`src/rtl/fifo_pkg.sv`:
```
// fifo_pkg: shared FIFO defaults and address-width helper.
package fifo_pkg;
  localparam int DEF_WIDTH = 8;
  localparam int DEF_DEPTH = 8;
  function automatic int aw_of(input int depth);
    return $clog2(depth);
  endfunction
endpackage

```
`src/rtl/ram_fifo_ctrl_if.sv`:
```
// ram_fifo_ctrl_if: producer/consumer handshake and occupancy status of the FIFO.
interface ram_fifo_ctrl_if
  import fifo_pkg::*;
#(
  parameter int WIDTH = DEF_WIDTH,
  parameter int DEPTH = DEF_DEPTH
);
  localparam int AW = aw_of(DEPTH);
  logic             wr_valid;
  logic             wr_ready;
  logic [WIDTH-1:0] wr_data;
  logic             rd_valid;
  logic             rd_ready;
  logic [WIDTH-1:0] rd_data;
  logic [AW:0]      count;
  logic             full;
  logic             empty;
  modport master (
    output wr_valid, wr_data, rd_ready,
    input  wr_ready, rd_valid, rd_data, count, full, empty
  );
  modport slave (
    input  wr_valid, wr_data, rd_ready,
    output wr_ready, rd_valid, rd_data, count, full, empty
  );
endinterface

```
`src/rtl/fifo_mem.sv`:
```
// fifo_mem: storage array with synchronous write and asynchronous read; contents are never reset.
module fifo_mem #(
  parameter int WIDTH = 8,
  parameter int AW    = 3
) (
  input  logic             clk,
  input  logic             we,
  input  logic [AW-1:0]    waddr,
  input  logic [WIDTH-1:0] wdata,
  input  logic [AW-1:0]    raddr,
  output logic [WIDTH-1:0] rdata
);
  logic [WIDTH-1:0] mem_q [2**AW];
  always_ff @(posedge clk)
    if (we) mem_q[waddr] <= wdata;
  assign rdata = mem_q[raddr];
endmodule

```
`src/rtl/ram_fifo_ctrl.sv`:
```
// ram_fifo_ctrl: pointer, occupancy and handshake control around fifo_mem.
module ram_fifo_ctrl
  import fifo_pkg::*;
#(
  parameter int WIDTH = DEF_WIDTH,
  parameter int DEPTH = DEF_DEPTH
) (
  input logic            clk,
  input logic            rst,
  ram_fifo_ctrl_if.slave bus
);
  localparam int AW = aw_of(DEPTH);
  logic [AW-1:0] wr_ptr_q, wr_ptr_d, rd_ptr_q, rd_ptr_d;
  logic [AW:0]   count_q, count_d;
  logic          push, pop;
  // Status comes from the registered count so full and empty stay distinguishable.
  assign bus.full     = count_q == (AW+1)'(DEPTH);
  assign bus.empty    = count_q == '0;
  assign bus.wr_ready = !bus.full;
  assign bus.rd_valid = !bus.empty;
  assign bus.count    = count_q;
  always_comb begin
    push     = bus.wr_valid && bus.wr_ready;
    pop      = bus.rd_valid && bus.rd_ready;
    wr_ptr_d = wr_ptr_q + AW'(push);
    rd_ptr_d = rd_ptr_q + AW'(pop);
    count_d  = count_q + (AW+1)'(push) - (AW+1)'(pop);
  end
  always_ff @(posedge clk or posedge rst) begin
    if (rst) begin
      wr_ptr_q <= '0;
      rd_ptr_q <= '0;
      count_q  <= '0;
    end else begin
      wr_ptr_q <= wr_ptr_d;
      rd_ptr_q <= rd_ptr_d;
      count_q  <= count_d;
    end
  end
  fifo_mem #(.WIDTH(WIDTH), .AW(AW)) u_mem (
    .clk  (clk),
    .we   (push),
    .waddr(wr_ptr_q),
    .wdata(bus.wr_data),
    .raddr(rd_ptr_q),
    .rdata(bus.rd_data)
  );
endmodule

```
`src/flat_wrapper.sv`:
```
// flat-port wrapper written by rule: the top's interface ports become plain ports
module ram_fifo_ctrl_flat import fifo_pkg::*;
#(
  parameter int WIDTH = DEF_WIDTH,
  parameter int DEPTH = DEF_DEPTH
)
  (clk, rst, bus_wr_valid, bus_wr_data, bus_rd_ready, bus_wr_ready, bus_rd_valid, bus_rd_data, bus_count, bus_full, bus_empty);
  ram_fifo_ctrl_if #(.WIDTH(WIDTH), .DEPTH(DEPTH)) bus_i ();
  input logic clk;
  input logic rst;
  input wire logic [$bits(bus_i.wr_valid)-1:0] bus_wr_valid;
  input wire logic [$bits(bus_i.wr_data)-1:0] bus_wr_data;
  input wire logic [$bits(bus_i.rd_ready)-1:0] bus_rd_ready;
  output wire logic [$bits(bus_i.wr_ready)-1:0] bus_wr_ready;
  output wire logic [$bits(bus_i.rd_valid)-1:0] bus_rd_valid;
  output wire logic [$bits(bus_i.rd_data)-1:0] bus_rd_data;
  output wire logic [$bits(bus_i.count)-1:0] bus_count;
  output wire logic [$bits(bus_i.full)-1:0] bus_full;
  output wire logic [$bits(bus_i.empty)-1:0] bus_empty;
  assign bus_i.wr_valid = bus_wr_valid;
  assign bus_i.wr_data = bus_wr_data;
  assign bus_i.rd_ready = bus_rd_ready;
  assign bus_wr_ready = bus_i.wr_ready;
  assign bus_rd_valid = bus_i.rd_valid;
  assign bus_rd_data = bus_i.rd_data;
  assign bus_count = bus_i.count;
  assign bus_full = bus_i.full;
  assign bus_empty = bus_i.empty;
  ram_fifo_ctrl #(.WIDTH(WIDTH), .DEPTH(DEPTH)) u_core (.clk(clk), .rst(rst), .bus(bus_i));
endmodule
```
`config.mk`:
```
export PLATFORM = sky130hd
export DESIGN_NAME = ram_fifo_ctrl_flat
export DESIGN_NICKNAME = d
export VERILOG_FILES = /design/src/rtl/fifo_pkg.sv /design/src/rtl/ram_fifo_ctrl_if.sv /design/src/rtl/fifo_mem.sv /design/src/rtl/ram_fifo_ctrl.sv /design/src/flat_wrapper.sv
export SDC_FILE = /design/constraint.sdc
export NUM_CORES = 1
export LEC_CHECK = 0
export CORE_UTILIZATION = 63
export CTS_BUF_LIST = sky130_fd_sc_hd__clkbuf_2 sky130_fd_sc_hd__clkbuf_4 sky130_fd_sc_hd__clkbuf_8
export DETAILED_ROUTE_END_ITERATION = 7
export PLACE_DENSITY_LB_ADDON = 0.12
export SYNTH_ARGS = -nofsm -noshare
export SYNTH_HDL_FRONTEND = slang
export SYNTH_SLANG_ARGS = --single-unit
```
`constraint.sdc`:
```
create_clock -name clk -period 4.52 [get_ports clk]
set_input_delay 0.904 -clock clk [delete_from_list [all_inputs] [get_ports clk]]
set_output_delay 0.904 -clock clk [all_outputs]
set_load 0.01 [all_outputs]
```
* After elaboration in Yosys (flattened, before gate mapping)
Memories as Yosys holds them, arrays and structs flattened.
Index checks and enable logic that the tools add are counted.
** Storage, ports and cells
- Flip-flop bits (word level) :: 10
- Memory bits (writable) :: 64
- Bits of input ports :: 12
- Output and inout port bits :: 16
- Logic and storage cells :: 16
- Memories kept :: 1
** Memory list
- u_core.u_mem.mem_q :: words 8, bits a word 8, read ports 1, clocked after memory_dff 0, wr ports 1, RTL line fifo_mem.sv:13 : logic [WIDTH-1:0] mem_q [2**AW];
** Cells by class
- Add/sub/neg operators :: 4
- Eq/ne operators :: 1
- Mux-type cells :: 2
- Reductions and logical operators :: 5
** Operators with widths (count)
- $add A3 B1 Y3 :: 2
- $add A4 B1 Y4 :: 1
- $eq A4 B4 Y1 const B :: 1
- $logic_not A4 Y1 :: 1
- $sub A4 B1 Y4 :: 1
- $logic_and A1 B1 Y1 :: 2
- $logic_not A1 Y1 :: 2
- $mux W1 :: 2

* Depth between registers and ports, before layout
Gate-level depths: netlist of the first run.
- Word-level depth :: 5
- Mapped depth :: 10
- Mapped depth without buffers :: 10

* Modules after synthesis
From an unflattened synthesis of the first run, not the netlist that was laid out.
** Unflattened totals
- Cells, all modules :: 147
- Area total of the unflattened synthesis :: 3035.4 um2
** Modules (own cells, without submodules)
- fifo_mem :: instances 1, cells each 106, area an instance 2531.2 um2, sequential area each 1921.8 um2
- ram_fifo_ctrl :: instances 1, cells each 41, area an instance 504.2 um2, sequential area each 250.2 um2

* Worst setup path after synthesis of the first run
No wires, ideal clock.
- Path type :: reg2out
- From :: register u_core.rd_ptr_q[0]
- To :: output bus_rd_data[1]
- Arrival :: 1.427 ns
- Data required time :: 3.616 ns
- Setup slack :: 2.189 ns
- Stages on the path, launching flop included :: 5
- Path buffers :: 2
- Cells stage by stage :: dfrtp_1 > buf_6 > buf_12 > mux4_1 > mux2_2
** Between the ends
- Word-level cells in the longest chain between the ends :: 1
** RTL lines
- start: declaration :: RTL line ram_fifo_ctrl.sv:13 : logic [AW-1:0] wr_ptr_q, wr_ptr_d, rd_ptr_q, rd_ptr_d;
- start signal: assignment :: RTL line ram_fifo_ctrl.sv:36 : rd_ptr_q <= rd_ptr_d;
- $mem_v2 Z8 W8
- end: declaration :: RTL line flat_wrapper.sv:16 : output wire logic [$bits(bus_i.rd_data)-1:0] bus_rd_data;
No other way between the ends.

* Worst setup path in the final report of the first run
- From :: register u_core.rd_ptr_q[0]
- To :: output bus_rd_data[2]
The elaborated chain is that of the path after synthesis.

==> results by group, run 1 <==
Global routing
  – First-pass GRT wire length: 7.65 mm
  – Largest net degree at the start of global routing: 18
  – All-Layer GR Usage: 0.217
  – Grt met3 use: 0.0492
  – Met1 global-route usage: 0.283
  – Vias in the first global route: ~1500
  – Grt total ovfl: 0
  – Met2 GRT Util: 0.347
  – Grt peak-use layer: met2
  – Antenna violations before repair: 0

Detailed routing
  – Wirelength per Cell: 20.6 um
  – Routed Antenna Nets: 0
  – Via Count: 1467
  – Drt total wl: a little under 5 mm
  – DR pass1 iterations: 4
  – Initial drt markers: 66
  – Vias per Instance: 6.19
  – DRC: 0

Critical path
  – CP required: 3.62 ns
  – Critical path peak fanout: 17
  – CP Capture Type: output port
  – Crit-path slowest cell: dfrtp_1
  – Max incr delay on CP: roughly 0.9 ns
  – WP data arrival: 2.66 ns
  – Setup crit start kind: flop
  – Register-to-Register Path Depth: 7
  – CP Class: flop to output port
  – Worst-path cell chain: mux4_1 -> mux2_2 -> clkdlybuf4s50_1

CTS
  – Skew-Pair Late Insertion Delay: 0.33 ns
  – CTS tree: built
  – Hold Buf Count CTS: 0
  – Clock transition at the registers of the reported paths: 0.07 ns
  – Post-CTS setup buffers: 0
  – CTS max path bufs: 2
  – Post_cts resized: 0
  – CTS buffer count: 9
  – # H-tree levels: 3
  – CTS Root Cell: clkbuf_8
  – Clk sink count: 74

Final layout
  – Fillcell total: 259
  – Final-stage net count: 205
  – Reg area: 2170 um2
  – Commonest non-fill, non-tap cell in the layout: edfxtp_1
  – Share of cells above drive strength 1: 0.135
  – Area taken by multi-input logic gates: 790 um2
  – Most frequent cells in the layout: edfxtp_1 (64), clkdlybuf4s50_1 (27), mux4_1 (15), ha_1 (10), dfrtp_1 (10)
  – Layout area overhead: 15.0%
  – Finished Layout Cells: between 200 and 250
  – N_diodes: 0

Yosys
  – Sequential area share after synthesis: 0.714
  – Synth cell types: 24
  – Netlist Area Pre-Place: 3040 um2
  – #FFs+latches synth: 74
  – Cells after synthesis: 148
  – Avg Cell Area, Syn: 20.6 um2
  – Yosys warning count: 0
  – Syn Nets: 171

Power
  – Int Power: 1500 uW
  – Sequential share of power: 0.474
  – Worst VDD drop: 0.381 mV
  – Clock power frac: 0.192
  – Switching power share of the total: 0.297
  – Pwr Total: approximately 2100 uW
  – Combinational share of power: 0.333
  – LEAKAGE: ~0.0013 uW
  – P per Cell Area: 612 nW/um2
  – Switching pwr: 635 uW

Floorplanning
  – Die area: 5110 um2
  – Die Wd: 71.5 um
  – Starting Density: 0.676
  – CORE AREA: 4500 um2
  – DIE HEIGHT: approximately 72 um
  – I/O pins: 28
  – # rows: 24

STA
  – Slew headroom: 0.345
  – Max Slew Vio Count: 0
  – RSZ-0062 raised after global routing: false
  – Worst hold margin: ~0.54 ns
  – Fmax: about 280 MHz
  – Setup Skew: 0.00617 ns
  – Final Cycle Share: 0.789
  – Setup TNS Final: 0 ns
  – Worst-Margin Slew: 0.979 ns
  – Fin. Hold Viols: 0
  – Final setup fails: 0
  – Clock period minus worst slack: approximately 3.6 ns

Placement
  – Gpl congestion: 0.779
  – Placed cells: 223
  – Port Buffers: 27
  – DP Wirelength: 3.11 mm

Run status
  – Status: completed

Min path
  – WHS Path Cells: 1
  – Hold crit path type: flop to flop

Job
  – Maxcap violations: 0
[power groups by stage]
stage	combinational [uW]	clock [uW]	sequential, uW
floorplan	515	0	948
global placement	684	0	1020
detailed placement	719	0	1030
CTS	724	416	1020
global route	773	440	1040
finish	713	412	1020
[cell usage after synthesis, drive strengths merged]
cell / n / share of area
ha: 10 / 0.041
edfxtp: 64 / 0.63
mux4: 16 / 0.14
dfrtp: 10 / 0.082
mux2: 8 / 0.030
nor3: 2 / 0.0033
a21oi: 1 / 0.0016
or3b: 1 / 0.0029
clkbuf: 2 / 0.0025
inv: 9 / 0.011
nand3b: 1 / 0.0025
fa: 1 / 0.0066
nand2b: 2 / 0.0041
and2: 2 / 0.0041
nand3: 1 / 0.0016
nor2: 7 / 0.0086
xor2: 4 / 0.012
buf: 4 / 0.013
a21o: 1 / 0.0025
nand2: 2 / 0.0025
[stage by stage]
stage,cell area [um2],util,worst slack [ns]
floorplan,3040,-,2.19
global placement,3350,0.743,1.31
detailed placement,3350,0.743,1.28
CTS,3500,0.777,0.919
global route,3500,0.777,0.850
finish,3500,0.777,0.955
[logic make-up after synthesis]
kind of cell	share of synthesized area
xor gates and xnor gates	0.0115
DFF	0.714
AOI/OAI and AO/OA	0.00411
muxes	0.167
buffers and inverters	0.0267
and+or+nand+nor	0.0296
adders and majority gates	0.0477
[layer usage]
layer,vias to the layer above,share of wire
met5,-,0
li1,655,-
met2,46,0.50
met4,0,0.023
met1,756,0.44
met3,10,0.035
[sequential cells by signal, summed over array words and instances (netlist names)]
register            flops
u_core.u_mem.mem_q     64
u_core.bus.count        4
u_core.rd_ptr_q         3
u_core.wr_ptr_q         3
[path summary, 6_finish.rpt]
path | slack [ns] | startpoint | endpoint
worst max-delay path | 0.96 | u_core.rd_ptr_q[0]$_DFF_PP0_ | bus_rd_data[2]
worst min-delay path | 0.54 | u_core.wr_ptr_q[0]$_DFF_PP0_ | u_core.wr_ptr_q[0]$_DFF_PP0_
worst max register to register | 2.30 | u_core.bus.count[2]$_DFF_PP0_ | u_core.bus.count[2]$_DFF_PP0_
worst min register to register | 0.54 | u_core.wr_ptr_q[0]$_DFF_PP0_ | u_core.wr_ptr_q[0]$_DFF_PP0_
max in group asynchronous | 3.37 | rst | u_core.bus.count[2]$_DFF_PP0_
min in group asynchronous | 0.86 | rst | u_core.wr_ptr_q[1]$_DFF_PP0_
[cell type report]
class                           count  share of cell area
Clock buffer                       10              0.0376
Clock inverter                      4             0.00608
Inverter                            9             0.00966
Multi-Input combinational cell     59               0.226
Sequential cell                    74               0.621
Tap cell                           52              0.0186
Timing Repair Buffer               29              0.0815
[critical path: cells and delay by family (launching register included)]
| family | cells | cell delay [ns] |
|---|---|---|
| muxes | 2 | 0.94 |
| DFF | 1 | 0.90 |
| buffers and inverters | 1 | 0.48 |
Note: power is estimated with default switching activity, not from simulation.
==> run 2, diff against run 1 <==
--- a/config.mk
+++ b/config.mk
@@ -5,7 +5,7 @@
 export SDC_FILE = /design/constraint.sdc
 export NUM_CORES = 1
 export LEC_CHECK = 0
-export CORE_UTILIZATION = 63
+export CORE_UTILIZATION = 59
 export CTS_BUF_LIST = sky130_fd_sc_hd__clkbuf_2 sky130_fd_sc_hd__clkbuf_4 sky130_fd_sc_hd__clkbuf_8
 export DETAILED_ROUTE_END_ITERATION = 7
 export PLACE_DENSITY_LB_ADDON = 0.12
==> constraint.sdc (replaced) <==
create_clock -name clk -period 3.4 [get_ports clk]
set_input_delay 0.68 -clock clk [delete_from_list [all_inputs] [get_ports clk]]
set_output_delay 0.68 -clock clk [all_outputs]
set_load 0.01 [all_outputs]
==> results by group, run 2 (same netlist as run 1, synthesis figures left out) <==
CTS
  – # H-tree levels: 3
  – Skew-Pair Late Insertion Delay: 0.34 ns
  – CTS Root Cell: clkbuf_8
  – Post-CTS setup buffers: 0
  – Clk sink count: 74
  – CTS max path bufs: 2
  – Clock transition at the registers of the reported paths: 0.07 ns
  – Post_cts resized: 0
  – CTS tree: built
  – Hold Buf Count CTS: 0
  – CTS buffer count: 9

Power
  – Int Power: about 2100 uW
  – Sequential share of power: 0.443
  – Clock power frac: 0.208
  – LEAKAGE: 0.00135 uW
  – Combinational share of power: 0.349
  – P per Cell Area: 816 nW/um2
  – Switching pwr: approximately 840 uW
  – Worst VDD drop: around 0.56 mV
  – Switching power share of the total: 0.286

Final layout
  – Post-layout util: 0.743
  – Final-stage net count: approximately 210
  – Finished Layout Cells: 262
  – Share of cells above drive strength 1: 0.185
  – Max reg flops: 64
  – N_diodes: 0
  – Most frequent cells in the layout: edfxtp_1 (64), clkdlybuf4s50_1 (27), mux4_1 (15)
  – Layout area overhead: 18.5%
  – Fillcell total: 283
  – Commonest non-fill, non-tap cell in the layout: edfxtp_1
  – Reg with most FFs: u_core.u_mem.mem_q

Floorplanning
  – CORE AREA: approximately 4800 um2
  – Starting Density: 0.628
  – Die area: 5450 um2
  – I/O pins: 28
  – # rows: 25
  – Die Wd: 73.8 um
  – DIE HEIGHT: 73.8 um

Critical path
  – Crit-path slowest cell: dfrtp_1
  – Reg2reg end: u_core.bus.count[2]$_DFF_PP0_
  – Setup crit start kind: flop
  – Buf+Inv Stages, Crit Path: 1
  – CP required: 2.72 ns
  – CP Class: flop to output port
  – Internal reg-to-reg setup slack: ~1.2 ns
  – Max incr delay on CP: about 0.75 ns
  – WP data arrival: 2.27 ns
  – CP delay by family, top: flip-flops
  – CP Capture Type: output port
  – RR Startpoint: u_core.bus.count[2]$_DFF_PP0_
  – Critical path peak fanout: 17
  – Register-to-Register Path Depth: 7
  – Worst-path cell chain: mux4_1 -> mux2_2 -> clkdlybuf4s50_1

STA
  – Setup Skew: 0.00372 ns
  – Worst hold margin: 0.541 ns
  – Fin. Hold Viols: 0
  – Final setup fails: 0
  – Final Cycle Share: 0.868
  – Clock period minus worst slack: 2.95 ns
  – Worst-Margin Slew: roughly 0.64 ns
  – RSZ-0062 raised after global routing: false
  – Max Slew Vio Count: 0
  – Fmax: 339 MHz
  – Setup TNS Final: 0 ns
  – Slew headroom: 0.573

Global routing
  – Vias in the first global route: 1499
  – First-pass GRT wire length: 7.62 mm
  – Grt total ovfl: 0
  – Largest net degree at the start of global routing: 18
  – Antenna violations before repair: 0
  – All-Layer GR Usage: 0.214

Detailed routing
  – Initial drt markers: 93
  – Drt total wl: 4.83 mm
  – Wirelength per Cell: 18.4 um
  – Routed Antenna Nets: 0
  – DRC: 0
  – DR pass1 iterations: 4
  – Via Count: approximately 1500
  – Vias per Instance: 5.55

Min path
  – Hold wc startpoint: u_core.wr_ptr_q[0]$_DFF_PP0_
  – Hold endpoint: u_core.wr_ptr_q[0]$_DFF_PP0_
  – WHS Path Cells: 1
  – Hold crit path type: flop to flop

Placement
  – Port Buffers: 27
  – DP Wirelength: ~3.3 mm
  – Placed cells: 246
  – Gpl congestion: between 0.7 and 0.8

Job
  – Maxcap violations: 0

Run status
  – Status: completed
[run 2: changes by cell type in the layout (fill, tap and decap cells not counted)]
cell        delta
buf_4          +8
clkbuf_4       +4
clkbuf_8       +1
clkinv_1       -1
clkinv_2       -1
clkinvlp_4     -1
[run 2: through the flow]
stage                     cell area [um2]  worst slack [ns]  power (uW)
after global routing                 3600             0.346        3100
after global placement               3420             0.778        2320
final                                3600             0.449        2940
after CTS                            3600             0.413        2970
after floorplan                      3040              1.17        1950
after detailed placement             3420             0.791        2360
[run 2: final cells by class]
type / count / area (um2) / share of cell area
clock buffers: 15 / 175 / 0.0486
clock inverters: 1 / 5.00 / 0.00139
inverters: 9 / 33.8 / 0.00937
multi-input cells: 59 / 790 / 0.219
flip-flops and latches: 74 / 2170 / 0.603
well taps: 67 / 83.8 / 0.0233
repair buffers: 37 / 345 / 0.0958
[run 2: layer usage]
layer / wire [um] / global-route usage / part of all wire / vias up
li1: - / - / - / 678
met1: 2100 / 0.272 / 0.44 / 726
met2: 2420 / 0.335 / 0.50 / 44
met3: 249 / 0.0782 / 0.052 / 5
met4: 61 / 0.0940 / 0.013 / 0
met5: 0 / 0 / 0 / -
[run 2: power by group through the flow]
stage	clock (uW)	sequential (uW)	combinational (uW)
global route	657	1320	1120
detailed placement	0	1330	1040
floorplan	0	1260	685
global placement	0	1320	1000
finish	611	1300	1030
CTS	623	1310	1040
[run 2: how the worst max path moves through the flow]
stage                                              from                            end  cells past startpoint  slack [ns]
after floorplan           u_core.bus.count[2]$_DFF_PP0_  u_core.bus.count[2]$_DFF_PP0_                      8        1.17
after global placement     u_core.rd_ptr_q[2]$_DFF_PP0_                 bus_rd_data[7]                      3        0.78
after detailed placement   u_core.rd_ptr_q[2]$_DFF_PP0_                 bus_rd_data[7]                      3        0.79
after CTS                  u_core.rd_ptr_q[2]$_DFF_PP0_                 bus_rd_data[7]                      3        0.41
after global routing       u_core.rd_ptr_q[2]$_DFF_PP0_                 bus_rd_data[4]                      3        0.35
final                      u_core.rd_ptr_q[2]$_DFF_PP0_                 bus_rd_data[7]                      3        0.45
[run 2: worst register-to-register path, stage by stage (launching register included)]
cell and delay (ns):
dfrtp_1 0.37, inv_1 0.10, ha_1 0.16, or3b_2 0.50
and2_1 0.20, ha_1 0.21, fa_1 0.38, xor2_1 0.15
==> run 3, diff against run 2 <==
--- a/config.mk
+++ b/config.mk
@@ -11,4 +11,5 @@
 export PLACE_DENSITY_LB_ADDON = 0.12
 export SYNTH_ARGS = -nofsm -noshare
 export SYNTH_HDL_FRONTEND = slang
+export SYNTH_HIERARCHICAL = 1
 export SYNTH_SLANG_ARGS = --single-unit
==> results by group, run 3 <==
Run status
  – Status: completed

Yosys
  – Sequential area share after synthesis: 0.716
  – Synth area leader: edfxtp_1
  – Cells after synthesis: 147
  – #FFs+latches synth: 74
  – Avg Cell Area, Syn: 20.6 um2
  – Top post-synthesis cells by count: edfxtp_1 (64), mux4_1 (15), dfrtp_1 (10), ha_1 (10)
  – Main flop type after synthesis: edfxtp_1
  – Post-synth EDFFs: 64
  – Synth cell types: 21
  – Netlist Area Pre-Place: between 3000 and 4000 um2
  – FFs w/ async S/R, synth: 0.135
  – Syn Nets: 170
  – Yosys warning count: 6
  – Synth top area cells: edfxtp_1 (63%), mux4_1 (13%), dfrtp_1 (8.2%)
  – Most common cell in the synthesized netlist: edfxtp_1
  – Yosys top cell area share: 0.633

Floorplanning
  – DIE HEIGHT: roughly 74 um
  – Die Wd: 73.7 um
  – I/O pins: 28
  – # rows: 25
  – CORE AREA: about 4800 um2
  – Die area: 5440 um2
  – Starting Density: 0.626

STA
  – Setup TNS Final: 0 ns
  – Fmax: 328 MHz
  – Setup Skew: 0.00736 ns
  – Fin. Hold Viols: 0
  – Max Slew Vio Count: 0
  – Clock period minus worst slack: 3.05 ns
  – Final Cycle Share: 0.898
  – Slew headroom: 0.550
  – RSZ-0062 raised after global routing: false
  – Worst-Margin Slew: 0.675 ns
  – Final setup fails: 0
  – Worst setup margin: 0.348 ns

Min path
  – Hold crit path type: flop to flop

CTS
  – CTS Root Cell: clkbuf_8
  – CTS buffer count: 9
  – Post-CTS setup buffers: 0
  – # H-tree levels: 3
  – CTS max path bufs: 2
  – CTS tree: built
  – Clock transition at the registers of the reported paths: 0.07 ns
  – Clk sink count: 74
  – Skew-Pair Late Insertion Delay: between 0.3 and 0.4 ns

Detailed routing
  – DRC: 0
  – Via Count: roughly 1500
  – DR pass1 iterations: 4
  – Initial drt markers: 104
  – Wirelength per Cell: just under 20 um
  – Vias per Instance: between 5 and 6
  – Drt total wl: 5.11 mm
  – Routed Antenna Nets: 0

Critical path
  – CP Class: flop to output port
  – Max incr delay on CP: 0.66 ns
  – CP delay by family, top: multiplexers
  – CP required: 2.72 ns
  – Setup crit start kind: flop
  – WP data arrival: approximately 2.4 ns
  – Critical path peak fanout: 17
  – Crit-path slowest cell: dfrtp_2
  – Buf+Inv Stages, Crit Path: 1
  – Worst-path cell chain: mux4_1 -> mux2_2 -> clkdlybuf4s50_1
  – CP Capture Type: output port

Global routing
  – Antenna violations before repair: 0
  – Met1 global-route usage: 0.246
  – Grt total ovfl: 0
  – Grt peak-use layer: met2
  – Vias in the first global route: 1552
  – Largest net degree at the start of global routing: 18
  – Grt met3 use: 0.0425
  – All-Layer GR Usage: 0.212
  – Met2 GRT Util: 0.371
  – First-pass GRT wire length: approximately 7.6 mm

Placement
  – Port Buffers: 27
  – DP Wirelength: 3.26 mm
  – DP Worst Slack: 0.405 ns
  – Placed cell areas: 3410 um2
  – Gpl congestion: 0.737

Final layout
  – Share of cells above drive strength 1: 0.181
  – Final-stage net count: between 200 and 250
  – Commonest non-fill, non-tap cell in the layout: edfxtp_1
  – Fin area: about 3600 um2
  – Max reg flops: 64
  – Reg with most FFs: u_core/u_mem/mem_q
  – N_diodes: 0
  – Layout area overhead: 20.1%
  – Most frequent cells in the layout: edfxtp_1 (64), clkdlybuf4s50_1 (27), mux4_1 (15), clkbuf_8 (12), ha_1 (10)

Power
  – P per Cell Area: ~850 nW/um2
  – Worst VDD drop: 0.563 mV
  – LEAKAGE: 0.00136 uW

Job
  – Maxcap violations: 0
-- run 3: cell types whose count changed after synthesis, sizes merged --
cell | before | now
nand3b | 1 | 0
nand2b | 2 | 3
inv | 9 | 8
nand3 | 1 | 0
or3b | 1 | 0
nand2 | 2 | 5
clkbuf | 2 | 1
-- run 3: cell families after synthesis --
group | count (synthesis) | share of synthesized area
compound gates | 2 | 0.00536
xor+xnor | 4 | 0.0115
fa+ha+maj | 11 | 0.0478
buf+inv | 13 | 0.0243
flops | 74 | 0.716
mux | 24 | 0.167
simple gates | 19 | 0.0284
-- run 3: what timing repair did --
| item | 4_1_cts | 5_1_grt |
|---|---|---|
| hold buffers | 0 | 0 |
| resized for setup | 0 | 1 |
| hold endpoints to repair | 0 | 0 |
| setup endpoints to repair | 0 | 8 |
-- run 3: power by group --
| part | leakage [uW] | internal [uW] | switching (uW) |
|---|---|---|---|
| logic | 0.000542 | 581 | 391 |
| clock network | 0.000119 | 472 | 293 |
| registers | 0.000697 | 1170 | 179 |
-- run 3: per-stage QoR --
stage | power [uW] | util | std cells | hold WS (ns)
6_report | 3090 | 0.752 | 260 | 0.525
5_1_grt | 3240 | 0.752 | 260 | 0.534
4_1_cts | 3120 | 0.751 | 260 | 0.528
3_5_place_dp | 2350 | 0.702 | 244 | 0.498
3_3_place_gp | 2280 | 0.702 | 244 | 0.468
2_1_floorplan | 1940 | - | 147 | 0.436
-- run 3: worst reg2reg max path: stages (launching register included) --
cell and delay, ns:
dfrtp_1 0.38, inv_1 0.11, ha_1 0.17, nand2_1 0.08, and2_1 0.20, ha_1 0.28
inv_1 0.04, ha_1 0.20, fa_1 0.39, xor2_1 0.15
-- run 3: path summary, 6_finish.rpt --
| check | from | endpoint | slack, ns | depth (start not counted) |
|---|---|---|---|---|
| max in group asynchronous | rst | u_core/rd_ptr_q[0]$_DFF_PP0_ | 2.43 | 2 |
| hold reg to reg | u_core/wr_ptr_q[2]$_DFF_PP0_ | u_core/wr_ptr_q[2]$_DFF_PP0_ | 0.53 | 1 |
| setup reg to reg | u_core/bus.count[2]$_DFF_PP0_ | u_core/bus.count[2]$_DFF_PP0_ | 1.29 | 9 |
| min in group asynchronous | rst | u_core/wr_ptr_q[1]$_DFF_PP0_ | 0.65 | 2 |
| hold / removal | u_core/wr_ptr_q[2]$_DFF_PP0_ | u_core/wr_ptr_q[2]$_DFF_PP0_ | 0.53 | 1 |
| setup / recovery | u_core/rd_ptr_q[0]$_DFF_PP0_ | bus_rd_data[5] | 0.35 | 3 |
-- run 3: layout make-up --
type,count,area (um2)
Sequential cell,74,2170
Fill cell,268,1200
Multi-Input combinational cell,60,790
Timing Repair Buffer,35,330
Clock buffer,12,165
Tap cell,67,83.8
Clock inverter,4,72.6
Inverter,8,30.0
-- run 3: routing by layer --
| layer | vias up | share of wire |
|---|---|---|
| li1 | 668 | - |
| met1 | 746 | 0.39 |
| met3 | 9 | 0.041 |
| met5 | - | 0 |
| met2 | 39 | 0.55 |
| met4 | 0 | 0.018 |
